**config.mk**
```make
export PLATFORM = sky130hd
export DESIGN_NAME = mem_port_arbiter_flat
export DESIGN_NICKNAME = d
export VERILOG_FILES = /design/src/rtl/mem_port_arbiter_if.sv /design/src/rtl/mem_port_arbiter.sv /design/src/flat_wrapper.sv
export SDC_FILE = /design/constraint.sdc
export NUM_CORES = 1
export LEC_CHECK = 0
export BUFFER_PORTS_ARGS = -buffer_cell sky130_fd_sc_hd__clkbuf_2
export CORE_MARGIN = 3
export CORE_UTILIZATION = 47
export DETAILED_ROUTE_END_ITERATION = 7
export HOLD_SLACK_MARGIN = 0.08
export PLACE_DENSITY = 0.79
export RECOVER_POWER = 25
export SYNTH_ARGS = -nofsm -noshare
export SYNTH_HDL_FRONTEND = slang
export SYNTH_SLANG_ARGS = --single-unit
export TNS_END_PERCENT = 20
```
**constraint.sdc**
```tcl
create_clock -name clk -period 2.35 [get_ports clk]
set_clock_uncertainty 0.15 [all_clocks]
set_input_delay 0.47 -clock clk [delete_from_list [all_inputs] [get_ports clk]]
set_output_delay 0.47 -clock clk [all_outputs]
set_load 0.01 [all_outputs]
```
**src/rtl/mem_port_arbiter_if.sv**
```systemverilog
`default_nettype none
// ============================================================================
//  Module      : mem_port_arbiter_if
//  Description : Bundles the fetch requester, data requester and memory-file
//                pins that pass through the memory port arbiter.
//                slave  - arbiter side (takes requests, drives memory pins)
//                master - environment side (issues requests, models memory)
//  Signals     : if_req/if_addr/if_ready/if_rdata/if_valid   fetch port
//                d_req/d_we/d_addr/d_wdata/d_ready/d_rdata/d_valid  data port
//                mem_address/mem_write_enable/mem_write_data/mem_read_data
//  Revision    : 1.0 - initial release
// ============================================================================
interface mem_port_arbiter_if #(
  parameter int DATA_W = 32,
  parameter int ADDR_W = 32
);
  logic              if_req;
  logic [ADDR_W-1:0] if_addr;
  logic              if_ready;
  logic [DATA_W-1:0] if_rdata;
  logic              if_valid;

  logic              d_req;
  logic              d_we;
  logic [ADDR_W-1:0] d_addr;
  logic [DATA_W-1:0] d_wdata;
  logic              d_ready;
  logic [DATA_W-1:0] d_rdata;
  logic              d_valid;

  logic [ADDR_W-1:0] mem_address;
  logic              mem_write_enable;
  logic [DATA_W-1:0] mem_write_data;
  logic [DATA_W-1:0] mem_read_data;

  modport slave (
    input  if_req, if_addr,
    output if_ready, if_rdata, if_valid,
    input  d_req, d_we, d_addr, d_wdata,
    output d_ready, d_rdata, d_valid,
    output mem_address, mem_write_enable, mem_write_data,
    input  mem_read_data
  );

  modport master (
    output if_req, if_addr,
    input  if_ready, if_rdata, if_valid,
    output d_req, d_we, d_addr, d_wdata,
    input  d_ready, d_rdata, d_valid,
    input  mem_address, mem_write_enable, mem_write_data,
    output mem_read_data
  );
endinterface
`default_nettype wire

```
**src/rtl/mem_port_arbiter.sv**
```systemverilog
`default_nettype none
// ============================================================================
//  Module      : mem_port_arbiter
//  Description : Shares a single-port 256x32 memory file between instruction
//                fetch (read-only) and data load/store. One access in flight;
//                each access holds the memory pins for MEM_LATENCY cycles,
//                then the owner gets a one-cycle valid pulse.
//  Ports       : clk   - system clock, all state on rising edge
//                rst_n - synchronous active-low reset
//                bus   - mem_port_arbiter_if.slave (requesters + memory pins)
//  Revision    : 1.0 - initial release
// ============================================================================
module mem_port_arbiter #(
  parameter int DATA_W       = 32,
  parameter int ADDR_W       = 32,
  parameter int MEM_LATENCY  = 1,
  parameter int STARVE_LIMIT = 4
) (
  input  logic                clk,
  input  logic                rst_n,
  mem_port_arbiter_if.slave   bus
);

  localparam logic [1:0] S_IDLE   = 2'd0;
  localparam logic [1:0] S_ACCESS = 2'd1;
  localparam logic [1:0] S_RESP   = 2'd2;

  localparam logic [3:0] c_WAIT_INIT  = 4'(MEM_LATENCY - 1);
  localparam logic [3:0] c_STARVE_MAX = 4'(STARVE_LIMIT);

  logic [1:0]        state_q, state_d;
  logic [3:0]        wait_q, wait_d;
  logic [3:0]        starve_q, starve_d;
  logic              owner_if_q, owner_if_d;   // 1 = fetch owns the access
  logic              we_q, we_d;
  logic [ADDR_W-1:0] addr_q, addr_d;
  logic [DATA_W-1:0] wdata_q, wdata_d;
  logic [DATA_W-1:0] if_rdata_q, if_rdata_d;
  logic [DATA_W-1:0] d_rdata_q, d_rdata_d;

  logic w_fetch_wins;
  logic w_grant_if;
  logic w_grant_d;

  // Data has priority on contention unless fetch has lost STARVE_LIMIT
  // contested rounds in a row. Grants are suppressed while reset is low so
  // no ready pulse escapes during reset.
  assign w_fetch_wins = bus.if_req && (!bus.d_req || (starve_q == c_STARVE_MAX));
  assign w_grant_if   = rst_n && (state_q == S_IDLE) && w_fetch_wins;
  assign w_grant_d    = rst_n && (state_q == S_IDLE) && bus.d_req && !w_fetch_wins;

  always_comb begin
    state_d    = state_q;
    wait_d     = wait_q;
    starve_d   = starve_q;
    owner_if_d = owner_if_q;
    we_d       = we_q;
    addr_d     = addr_q;
    wdata_d    = wdata_q;
    if_rdata_d = if_rdata_q;
    d_rdata_d  = d_rdata_q;

    case (state_q)
      S_IDLE: begin
        if (w_grant_if) begin
          state_d    = S_ACCESS;
          wait_d     = c_WAIT_INIT;
          starve_d   = 4'd0;
          owner_if_d = 1'b1;
          we_d       = 1'b0;
          addr_d     = bus.if_addr;
          wdata_d    = '0;
        end else if (w_grant_d) begin
          state_d    = S_ACCESS;
          wait_d     = c_WAIT_INIT;
          owner_if_d = 1'b0;
          we_d       = bus.d_we;
          addr_d     = bus.d_addr;
          wdata_d    = bus.d_wdata;
          // Only a contested data win counts toward fetch starvation.
          if (bus.if_req && (starve_q != c_STARVE_MAX)) begin
            starve_d = starve_q + 4'd1;
          end
        end
      end
      S_ACCESS: begin
        if (wait_q == 4'd0) begin
          state_d = S_RESP;
          if (!we_q) begin
            if (owner_if_q) begin
              if_rdata_d = bus.mem_read_data;
            end else begin
              d_rdata_d = bus.mem_read_data;
            end
          end
        end else begin
          wait_d = wait_q - 4'd1;
        end
      end
      S_RESP: begin
        state_d = S_IDLE;
      end
      default: begin
        state_d = S_IDLE;
      end
    endcase
  end

  always_ff @(posedge clk) begin
    if (!rst_n) begin
      state_q    <= S_IDLE;
      wait_q     <= 4'd0;
      starve_q   <= 4'd0;
      owner_if_q <= 1'b0;
      we_q       <= 1'b0;
      addr_q     <= '0;
      wdata_q    <= '0;
      if_rdata_q <= '0;
      d_rdata_q  <= '0;
    end else begin
      state_q    <= state_d;
      wait_q     <= wait_d;
      starve_q   <= starve_d;
      owner_if_q <= owner_if_d;
      we_q       <= we_d;
      addr_q     <= addr_d;
      wdata_q    <= wdata_d;
      if_rdata_q <= if_rdata_d;
      d_rdata_q  <= d_rdata_d;
    end
  end

  assign bus.if_ready         = w_grant_if;
  assign bus.d_ready          = w_grant_d;
  assign bus.if_valid         = (state_q == S_RESP) && owner_if_q;
  assign bus.d_valid          = (state_q == S_RESP) && !owner_if_q;
  assign bus.if_rdata         = if_rdata_q;
  assign bus.d_rdata          = d_rdata_q;
  // Address and write data are registers, so they hold between accesses;
  // write enable is only live while a store is in ACCESS.
  assign bus.mem_address      = addr_q;
  assign bus.mem_write_data   = wdata_q;
  assign bus.mem_write_enable = (state_q == S_ACCESS) && we_q;

endmodule
`default_nettype wire

```
**src/flat_wrapper.sv**
```systemverilog
// flat-port wrapper written by rule: the top's interface ports become plain ports
module mem_port_arbiter_flat 
#(
  parameter int DATA_W       = 32,
  parameter int ADDR_W       = 32,
  parameter int MEM_LATENCY  = 1,
  parameter int STARVE_LIMIT = 4
)
  (clk, rst_n, bus_if_req, bus_if_addr, bus_if_ready, bus_if_rdata, bus_if_valid, bus_d_req, bus_d_we, bus_d_addr, bus_d_wdata, bus_d_ready, bus_d_rdata, bus_d_valid, bus_mem_address, bus_mem_write_enable, bus_mem_write_data, bus_mem_read_data);
  mem_port_arbiter_if #(.DATA_W(DATA_W), .ADDR_W(ADDR_W)) bus_i ();
  input  logic clk;
  input  logic rst_n;
  input wire logic [$bits(bus_i.if_req)-1:0] bus_if_req;
  input wire logic [$bits(bus_i.if_addr)-1:0] bus_if_addr;
  output wire logic [$bits(bus_i.if_ready)-1:0] bus_if_ready;
  output wire logic [$bits(bus_i.if_rdata)-1:0] bus_if_rdata;
  output wire logic [$bits(bus_i.if_valid)-1:0] bus_if_valid;
  input wire logic [$bits(bus_i.d_req)-1:0] bus_d_req;
  input wire logic [$bits(bus_i.d_we)-1:0] bus_d_we;
  input wire logic [$bits(bus_i.d_addr)-1:0] bus_d_addr;
  input wire logic [$bits(bus_i.d_wdata)-1:0] bus_d_wdata;
  output wire logic [$bits(bus_i.d_ready)-1:0] bus_d_ready;
  output wire logic [$bits(bus_i.d_rdata)-1:0] bus_d_rdata;
  output wire logic [$bits(bus_i.d_valid)-1:0] bus_d_valid;
  output wire logic [$bits(bus_i.mem_address)-1:0] bus_mem_address;
  output wire logic [$bits(bus_i.mem_write_enable)-1:0] bus_mem_write_enable;
  output wire logic [$bits(bus_i.mem_write_data)-1:0] bus_mem_write_data;
  input wire logic [$bits(bus_i.mem_read_data)-1:0] bus_mem_read_data;
  assign bus_i.if_req = bus_if_req;
  assign bus_i.if_addr = bus_if_addr;
  assign bus_if_ready = bus_i.if_ready;
  assign bus_if_rdata = bus_i.if_rdata;
  assign bus_if_valid = bus_i.if_valid;
  assign bus_i.d_req = bus_d_req;
  assign bus_i.d_we = bus_d_we;
  assign bus_i.d_addr = bus_d_addr;
  assign bus_i.d_wdata = bus_d_wdata;
  assign bus_d_ready = bus_i.d_ready;
  assign bus_d_rdata = bus_i.d_rdata;
  assign bus_d_valid = bus_i.d_valid;
  assign bus_mem_address = bus_i.mem_address;
  assign bus_mem_write_enable = bus_i.mem_write_enable;
  assign bus_mem_write_data = bus_i.mem_write_data;
  assign bus_i.mem_read_data = bus_mem_read_data;
  mem_port_arbiter #(.DATA_W(DATA_W), .ADDR_W(ADDR_W), .MEM_LATENCY(MEM_LATENCY), .STARVE_LIMIT(STARVE_LIMIT)) u_core (.clk(clk), .rst_n(rst_n), .bus(bus_i));
endmodule
```
# Word-level counts from Yosys, hierarchy flattened
# Index checks and enable logic that the tools add are counted.
# op_classes
n_addsub	2
mul	0
n_div	0
magnitude_cmp	0
n_eq_ne	7
n_shift	0
mux	19
bitwise	2
reduce_logical	24
# ops
op	n
two-way mux 32 bit	4
two-way mux 4 bit	6
logical AND 1 bit	9
one-hot mux 4 bit (2 select lines)	1
AND reduction 4 bit	2
two-way mux 2 bit	3
AND reduction 3 bit	2
nonzero test 2 bit	3
adder 4 x 1 -> 4 bit, second input constant	1
== test 4 x 3 -> 1 bit, second input constant	1
logical NOT 4 bit	1
two-way mux 1 bit	4
inequality test 4 x 3 -> 1 bit, second input constant	1
one-hot mux 2 bit (2 select lines)	1
AND reduction 2 bit	2
subtractor 4 x 1 -> 4 bit, second input constant	1
logical NOT 1 bit	3
inequality test 3 bit, second input constant	1
== test 2 x 1 -> 1 bit, second input constant	1
== test 2 bit, second input constant	1
logical NOT 2 bit	1
inequality test 2 x 1 -> 1 bit, second input constant	1
inequality test 2 bit, second input constant	1
inverter 1 bit	2
logical OR 1 bit	1
# word_totals
regBits	140
latchBits	0
ram_bits	0
rom_bits	0
input_bits	133
out_inout_bits	133
word_cells	63
mem_count	0

# Longest topological paths before layout
# Gate-level depths: netlist of run 1.
# depth
depth_word	8
depth_mapped	7
depth_no_buf	5

# Least setup slack after synthesis of run 1
# No wires, ideal clock.
# synth_timing
path_kind	reg-to-output
start	register u_core.starve_q[0]
end	output port bus_if_ready
arrival_time_ps	1317
required_ps	1730
setup_slack_ps	413
stages_incl_launch_ff	6
n_path_buf	1
cell_sequence	dfxtp_1 > inv_1 > ha_1 > nand3b_1 > a21oi_2 > clkbuf_1
# synth_between
elab_chain_len	4
# synth_rtl
element	line_no	source
start, declared	mem_port_arbiter.sv:33	logic [3:0] starve_q, starve_d;
start signal, assigned	mem_port_arbiter.sv:123	starve_q <= starve_d;
== test 4 x 3 -> 1 bit	mem_port_arbiter.sv:48	assign w_fetch_wins = bus.if_req && (!bus.d_req || (starve_q == c_STARVE_MAX));
logical OR 1 bit	mem_port_arbiter.sv:48	
logical AND 1 bit	mem_port_arbiter.sv:48	
logical AND 1 bit	mem_port_arbiter.sv:49	assign w_grant_if = rst_n && (state_q == S_IDLE) && w_fetch_wins;
end, declared	flat_wrapper.sv:15	output wire logic [$bits(bus_i.if_ready)-1:0] bus_if_ready;
# Every way passes these cells.

# Worst setup path in the final report of run 1
# layout_timing
start	register u_core.state_q[0]
end	output port bus_d_ready
# layout_between
elab_chain_len	4
# layout_rtl
element	line_no	source
start, declared	mem_port_arbiter.sv:31	logic [1:0] state_q, state_d;
start signal, assigned	mem_port_arbiter.sv:121	state_q <= state_d;
logical NOT 2 bit	mem_port_arbiter.sv:50	assign w_grant_d = rst_n && (state_q == S_IDLE) && bus.d_req && !w_fetch_wins;
logical AND 1 bit (3 in a row)	mem_port_arbiter.sv:50	
end, declared	flat_wrapper.sv:22	output wire logic [$bits(bus_i.d_ready)-1:0] bus_d_ready;
# Every way passes these cells.

==> summary.txt, run 1 <==
LOGIC SYNTHESIS
-----------------------------------------------------------------------------------------
List of most frequent post-synthesis cells                                   140 x sky130_fd_sc_hd__dfxtp_1, 70 x sky130_fd_sc_hd__o21ai_0, 69 x sky130_fd_sc_hd__nand3_1
Most repeated cell in the gate-level netlist after synthesis                 sky130_fd_sc_hd__dfxtp_1
Share of the synthesized area in the top cell type                                 49.55%
Most area-consuming cells after synthesis                                    sky130_fd_sc_hd__dfxtp_1 50%, sky130_fd_sc_hd__o21ai_0 6.2%, sky130_fd_sc_hd__nand3_1 6.1%
Proportion of register bits with asynchronous set or reset after synthesis             0%
Synthesized instance count                                                            596
Synthesis-stage register bit count                                                    140
Number of library cell types mapped by synthesis                                       39
Synth Warn #                                                                            0
Fraction of the yosys area taken by sequential cells                               49.55%
Synthesized area per cell                                                     9.491 sq um
Syn nets                                                                              733
Number of enable-type register cells in the synthesized netlist                         0
Mapped Area                                                                    5657 sq um
Most instantiated flip-flop cell in the synthesis netlist                    sky130_fd_sc_hd__dfxtp_1
Top cell type by total area after synthesis                                  sky130_fd_sc_hd__dfxtp_1

DIE
-----------------------------------------------------------------------------------------
Area of the core region                                                       11610 sq um
Die area                                                                      13390 sq um
Height of the die                                                                115.7 um
DIE WIDTH                                                                        115.7 um
Initial Utilization                                                                48.71%
IO Pins                                                                               266
Standard-cell rows                                                                     39

DETAILED ROUTING
-----------------------------------------------------------------------------------------
Number of nets with antenna violations after detailed routing                           0
Drt via density                                                                     5.833
Length of routed wiring on met1                                                   6921 um
Total Wirelength                                                                 17850 um
Routed met3 length                                                                1704 um
Total number of vias                                                                 5775
Met2 Routed Length                                                                8800 um
Detailed-router iteration count before antenna repair                                   6
Final routed wire length divided by cell count                                   18.03 um
Number of DRC markers in iteration 0                                                  718
DRC Markers                                                                             0
Highest routed metal layer                                                           met4

CLOCKING
-----------------------------------------------------------------------------------------
Cts bufs inserted                                                                      17
Total of hold buffers inserted after clock tree synthesis                               0
Clock-pin slew on the worst setup and hold paths                                  0.06 ns
CTS H-tree lvls                                                                         4
Largest buffer count on any clock path                                                  2
CTS tree                                                                            built
CTS Root Cell                                                                sky130_fd_sc_hd__clkbuf_16
Clock sink count                                                                      140
Source-to-sink clock delay at the later pin of the worst-skew pair                0.41 ns

STA
-----------------------------------------------------------------------------------------
Number of endpoints with negative hold slack in the final report                        0
Final Cycle Share                                                                  95.36%
Total setup violations reported at the end of the flow                                  0
Final-report max-slew violation count                                                   0
Unrepaired setup endpoints after global routing                                     false
Worst Tran Pin Value                                                            0.7610 ns
Maximum frequency from static timing analysis                                   446.3 MHz
Worst rel slew slack                                                               48.99%
Final worst-path setup slack                                                    0.1091 ns
Final sum of negative setup slack                                                    0 ns
Post-layout minimum cycle time                                                   2.241 ns

POWER AND IR DROP
-----------------------------------------------------------------------------------------
Part of the power in registers                                                      41.4%
Peak supply drop                                                                0.4253 mV
Share of total power in the clock network                                           44.2%
Switching fraction of total power                                                  26.08%
Proportion of power drawn by combinational gates                                    14.4%
Leak Pwr                                                                         3.365 nW
Internal power contribution                                                      4.672 mW
Power dissipated by switching net loads                                          1.649 mW
P per Cell Area                                                              827.1 nW/um^2

MIN PATH
-----------------------------------------------------------------------------------------
Endpoint of the worst hold-timing path                                       u_core.bus.mem_address[28]$_SDFFE_PN0P_
Number of instances on the worst hold path                                              2
Hold WC Path Type                                                            input pin to flop
Hold path startpoint                                                         bus_if_addr[28]

STATUS
-----------------------------------------------------------------------------------------
Outcome                                                                      finished clean

WORST SETUP PATH
-----------------------------------------------------------------------------------------
WP data required                                                                  1.73 ns
Crit path capture type                                                       primary output
Setup Crit Path Kind                                                         flop to primary output
Element type at the critical path start                                              flop
Critical path data arrival time                                                   1.62 ns
Worst reg2reg endpoint                                                       u_core.bus.d_rdata[18]$_SDFFE_PN0P_
Reg2reg setup slack                                                               0.32 ns
Maximum fanout count along the critical path                                           13
Cells on worst reg2reg path                                                             6
Reg-to-reg startpoint                                                        u_core.wait_q[0]$_SDFFE_PN0P_

FLOW RUN
-----------------------------------------------------------------------------------------
MaxCap Viol Count                                                                       0

GLOBAL ROUTE
-----------------------------------------------------------------------------------------
Aggregate global-route resource usage                                              25.99%
Pin count of the biggest net entering global routing                                   65
Number of global-route vias before repair                                            5648
Wire length of the first global-routing pass                                     27610 um
Total global routing overflow                                                           0
Antenna violations before repair                                                        1

FINAL LAYOUT
-----------------------------------------------------------------------------------------
Share of post-route cells with drive strength above 1                              30.50%
Layout-stage area growth over the synthesis result                                 35.10%
Number of nets in the layout                                                          970

PLACED DESIGN
-----------------------------------------------------------------------------------------
Number of input and output port buffers inserted                                      265
Worst Setup Slack post-DPL                                                      0.2539 ns
Global placement routability congestion                                            0.8376
Estimated wirelength of the detail-placed design                                 12290 um

==> state kept, by name, summed over array words and instances, names as in the netlist, 2 cells and up <==
register,count
u_core.bus.d_rdata,32
u_core.bus.if_rdata,32
u_core.bus.mem_address,32
u_core.bus.mem_write_data,32
u_core.starve_q,4
u_core.wait_q,4
u_core.state_q,2
==> metal layers <==
layer,up-vias,track usage (%)
met1,2726,30.54
met3,35,8.825
met4,0,12.37
met2,297,42.79
li1,2717,-
met5,-,0
==> repair_timing <==
item	in CTS	in global routing
setup endpoints to repair	1	2
gates resized for setup	1	1
buffers inserted	0	2
pin swaps	0	1
==> cells by family (layout without fill, tap and decap cells) <==
group                      after synthesis  after routing  share of synthesized area [%]
buffers and inverters                   74            324                          5.685
DFF                                    140            140                          49.55
AOI/OAI and AO/OA                      211            211                          24.80
muxes                                   33             33                          5.839
other                                    0              1                              0
adders and majority gates                4              4                         0.8848
and+or+nand+nor                        134            134                          13.25
==> layout by cell type, fill, tap and decap left out, types with 2 or more instances in the layout <==
master                        n
sky130_fd_sc_hd__clkinv_2     3
sky130_fd_sc_hd__or3_1        4
sky130_fd_sc_hd__a211oi_1     2
sky130_fd_sc_hd__buf_12       3
sky130_fd_sc_hd__dfxtp_1    139
sky130_fd_sc_hd__and3b_1      2
sky130_fd_sc_hd__nor3_1      34
sky130_fd_sc_hd__nor2_1       3
sky130_fd_sc_hd__nand3_1     69
sky130_fd_sc_hd__a21oi_1     66
sky130_fd_sc_hd__nand4_1      3
sky130_fd_sc_hd__a31oi_1      4
sky130_fd_sc_hd__o211a_1     32
sky130_fd_sc_hd__ha_1         4
sky130_fd_sc_hd__mux2i_1     33
sky130_fd_sc_hd__nand2_1      3
sky130_fd_sc_hd__nand3b_1     2
sky130_fd_sc_hd__buf_4       16
sky130_fd_sc_hd__clkbuf_2   198
sky130_fd_sc_hd__bufinv_16    4
sky130_fd_sc_hd__nor3b_1      2
sky130_fd_sc_hd__a221o_1     32
sky130_fd_sc_hd__clkbuf_1    68
sky130_fd_sc_hd__clkbuf_16   17
sky130_fd_sc_hd__o21ai_0     70
sky130_fd_sc_hd__or3b_2       2
sky130_fd_sc_hd__inv_1        7
sky130_fd_sc_hd__clkinv_4     7
==> metrics by stage <==
step	util [%]	hold WS (ns)	power, mW	cells	instance area, sq um
final	65.80	0.1285	6.321	990	7642
after global routing	65.80	0.1105	6.588	990	7642
after CTS	66.37	0.1115	6.371	987	7707
after detailed placement	60.94	0.3165	3.582	955	7077
after global placement	60.94	0.3103	3.544	955	7077
after floorplan	-	0.3124	3.168	596	5657
==> cell type report <==
| cell class | instances | area [sq um] |
|---|---|---|
| flip-flops and latches | 140 | 2804 |
| inverters | 8 | 31.28 |
| clock inverters | 14 | 196.4 |
| diodes | 1 | 2.502 |
| clock buffers | 18 | 429.2 |
| well taps | 143 | 178.9 |
| multi-input cells | 382 | 2577 |
| repair buffers | 284 | 1423 |
| fillers | 945 | 3971 |
==> worst max-delay path by stage <==
stage,start,end,slack (ns),cells past startpoint
after floorplan,u_core.starve_q[0]$_SDFFE_PN0P_,bus_if_ready,0.41,5
after global placement,rst_n,bus_if_ready,0.38,4
after detailed placement,rst_n,u_core.bus.mem_address[16]$_SDFFE_PN0P_,0.25,5
after CTS,u_core.starve_q[0]$_SDFFE_PN0P_,bus_if_ready,0.07,5
after global routing,u_core.state_q[0]$_SDFFE_PN0P_,bus_d_ready,0.03,4
final,u_core.state_q[0]$_SDFFE_PN0P_,bus_d_ready,0.11,4
==> power by group through the flow <==
| stage | logic (mW) | clock network (mW) | registers [mW] |
|---|---|---|---|
| detailed placement | 0.919 | 0 | 2.66 |
| global placement | 0.885 | 0 | 2.66 |
| floorplan | 0.450 | 0 | 2.72 |
| CTS | 0.920 | 2.83 | 2.62 |
| finish | 0.907 | 2.79 | 2.62 |
| global route | 0.990 | 2.96 | 2.64 |
==> critical path, cell delays in order (launching register included) <==
cell                       delay (ns)
sky130_fd_sc_hd__dfxtp_2         0.35
sky130_fd_sc_hd__buf_4           0.18
sky130_fd_sc_hd__and4bb_4        0.38
sky130_fd_sc_hd__o21a_1          0.15
sky130_fd_sc_hd__clkbuf_2        0.15
Power figures use the tool's default switching activity.
==> run 2: changes to the inputs <==
--- a/config.mk
+++ b/config.mk
@@ -6,7 +6,7 @@
 export NUM_CORES = 1
 export LEC_CHECK = 0
 export BUFFER_PORTS_ARGS = -buffer_cell sky130_fd_sc_hd__clkbuf_2
-export CORE_MARGIN = 3
+export CORE_MARGIN = 4
 export CORE_UTILIZATION = 47
 export DETAILED_ROUTE_END_ITERATION = 7
 export HOLD_SLACK_MARGIN = 0.08
==> run 2 against run 1 <==
Non-clock buffer count is 2 higher. Wire length is 0.16% higher. Cell count is 0.10% higher. Cell area is 0.69% lower. Critical endpoint is now bus_if_ready. Largest power group is now sequential cells. Highest routed layer unchanged.
==> summary.txt, run 2 (synthesized netlist as in run 1, its figures left out) <==
WORST SETUP PATH
--------------------------------------------------------------------------------------
Crit path capture type                                                    primary output
WP data required                                                               1.73 ns   about the same
Library cell contributing the largest single delay on the critical path   sky130_fd_sc_hd__dfxtp_1
Element type at the critical path start                                           flop
Critical path data arrival time                                                1.61 ns   about the same
Cells on worst reg2reg path                                                          5   -1
Reg-to-reg startpoint                                                     u_core.state_q[0]$_SDFFE_PN0P_
Slowest stage delay, CP                                                        0.33 ns   -0.05 ns
Chain of cells forming the critical path                                  inv_1 > ha_1 > nand3b_1 > a21oi_4 > clkbuf_2
Reg2reg setup slack                                                            0.24 ns   -0.08 ns
Maximum fanout count along the critical path                                         4   -9
Worst reg2reg endpoint                                                    u_core.bus.if_rdata[29]$_SDFFE_PN0P_
Worst setup path startpoint                                               u_core.starve_q[0]$_SDFFE_PN0P_
Setup Crit Path Kind                                                      flop to primary output

FINAL LAYOUT
--------------------------------------------------------------------------------------
Layout-stage area growth over the synthesis result                              34.17%
Most common library cell in the layout ignoring fill and taps             sky130_fd_sc_hd__clkbuf_2
Core occupancy in the finished layout                                           65.35%   -0.45 points
Share of post-route cells with drive strength above 1                           29.75%   -0.74 points
Number of nets in the layout                                                       972   +0.21%
Number of cells in the finished layout apart from fillers                          991   +0.10%
Cell area after layout                                                      7590 sq um   -0.69%
Commonest non-fill, non-tap cells in the layout                           197 x sky130_fd_sc_hd__clkbuf_2, 140 x sky130_fd_sc_hd__dfxtp_1, 73 x sky130_fd_sc_hd__clkbuf_1

PLACED DESIGN
--------------------------------------------------------------------------------------
Placed Cells incl. Taps                                                            958   +0.31%
Number of input and output port buffers inserted                                   265   unchanged
Global placement routability congestion                                         0.8250   -1.5%
Placed standard-cell area                                                   7098 sq um   +0.30%
Estimated wirelength of the detail-placed design                              12650 um   +2.9%

CLOCKING
--------------------------------------------------------------------------------------
CTS H-tree lvls                                                                      4   unchanged
Largest buffer count on any clock path                                               2   unchanged
Source-to-sink clock delay at the later pin of the worst-skew pair             0.41 ns   about the same
Total of hold buffers inserted after clock tree synthesis                            0   unchanged
Clock sink count                                                                   140   unchanged
Clock-pin slew on the worst setup and hold paths                               0.05 ns   about the same
Cts bufs inserted                                                                   17   unchanged
CTS tree                                                                         built
CTS Root Cell                                                             sky130_fd_sc_hd__clkbuf_16

GLOBAL ROUTE
--------------------------------------------------------------------------------------
Antenna violations before repair                                                     1   unchanged
Pin count of the biggest net entering global routing                                65   unchanged
Total global routing overflow                                                        0   unchanged
Aggregate global-route resource usage                                           25.00%   -0.99 points
Wire length of the first global-routing pass                                  28590 um   +3.6%
Number of global-route vias before repair                                         5773   +2.2%

STA
--------------------------------------------------------------------------------------
Unrepaired setup endpoints after global routing                                  false
Worst Tran Pin Value                                                         0.5324 ns   -0.2286 ns
Worst rel slew slack                                                            64.51%   +16 points
Final Cycle Share                                                               94.97%   -0.38 points
Final Hold Slack                                                             0.1303 ns   +0.001785 ns
Maximum frequency from static timing analysis                                448.1 MHz   +0.40%
Number of endpoints with negative hold slack in the final report                     0   unchanged
Post-layout minimum cycle time                                                2.232 ns   -0.008995 ns
Final sum of negative setup slack                                                 0 ns   unchanged
Final-report max-slew violation count                                                0   unchanged
Total setup violations reported at the end of the flow                               0   unchanged

DETAILED ROUTING
--------------------------------------------------------------------------------------
Total Wirelength                                                              17880 um   +0.16%
Drt via density                                                                  5.824   -0.15%
DRC Markers                                                                          0   unchanged
Number of nets with antenna violations after detailed routing                        0   unchanged
Detailed-router iteration count before antenna repair                                5   -1
Total number of vias                                                              5772   -0.052%
Final routed wire length divided by cell count                                18.04 um   about the same
Number of DRC markers in iteration 0                                               626   -13%

FLOW RUN
--------------------------------------------------------------------------------------
MaxCap Viol Count                                                                    0   unchanged

MIN PATH
--------------------------------------------------------------------------------------
Hold WC Path Type                                                         input pin to flop
Number of instances on the worst hold path                                           2   unchanged
Endpoint of the worst hold-timing path                                    u_core.bus.mem_address[12]$_SDFFE_PN0P_
Hold path startpoint                                                      bus_if_addr[12]

DIE
--------------------------------------------------------------------------------------
IO Pins                                                                            266   unchanged
Height of the die                                                             117.7 um   +1.7%
Initial Utilization                                                             48.71%   unchanged
Area of the core region                                                    11610 sq um   unchanged
Die area                                                                   13850 sq um   +3.5%
DIE WIDTH                                                                     117.7 um   +1.7%
Standard-cell rows                                                                  39   unchanged

POWER AND IR DROP
--------------------------------------------------------------------------------------
P per Cell Area                                                           801.8 nW/um^2   -3.1%
Leak Pwr                                                                      3.338 nW   -0.81%
Peak supply drop                                                             0.4274 mV   +0.50%

STATUS
--------------------------------------------------------------------------------------
Outcome                                                                   finished clean

run 2: timing repair:
action | CTS | global route
buffers inserted | 0 | 1
setup endpoints to repair | 0 | 1
endpoints found under the hold margin | 0 | 0
gates resized for setup | 0 | 1
run 2: through the flow:
step | power, mW | worst slack [ns]
4_1_cts | 6.138 | 0.07943
3_3_place_gp | 3.547 | 0.4084
5_1_grt | 6.324 | 0.004019
2_1_floorplan | 3.168 | 0.4126
6_report | 6.086 | 0.1181
3_5_place_dp | 3.582 | 0.2715
run 2: how the worst max path moves through the flow:
| stage | to | slack [ns] |
|---|---|---|
| after floorplan | bus_if_ready | 0.41 |
| after global placement | bus_if_ready | 0.41 |
| final | bus_if_ready | 0.12 |
| after CTS | bus_if_ready | 0.08 |
| after detailed placement | u_core.bus.if_rdata[29]$_SDFFE_PN0P_ | 0.27 |
| after global routing | bus_if_ready | 0.004 |
run 2: worst max-delay path: cells and delay by family, from the launching register on:
family / cells / cell delay [ns]
AO/OA/AOI/OAI: 1 / 0.26
adder cells (fa/ha/maj): 1 / 0.15
buffers and inverters: 2 / 0.26
flip-flops: 1 / 0.33
AND/OR/NAND/NOR: 1 / 0.20
run 2: layout make-up:
cell class | count | area, sq um
Clock buffer | 24 | 471.7
Tap cell | 143 | 178.9
Multi-Input combinational cell | 382 | 2577
Sequential cell | 140 | 2803
Antenna cell | 1 | 2.502
Fill cell | 967 | 4024
Clock inverter | 7 | 90.09
Timing Repair Buffer | 286 | 1436
Inverter | 8 | 30.03
run 2: metal layers:
metal	wire length (um)	global-route usage, %
met5	0	0
met4	559	10.62
met1	6749	27.70
met3	1640	9.274
met2	8928	43.05
run 2: where the power goes:
| group | internal (mW) | switching [mW] |
|---|---|---|
| registers | 2.53 | 0.0934 |
| clock network | 1.61 | 0.958 |
| logic | 0.364 | 0.536 |
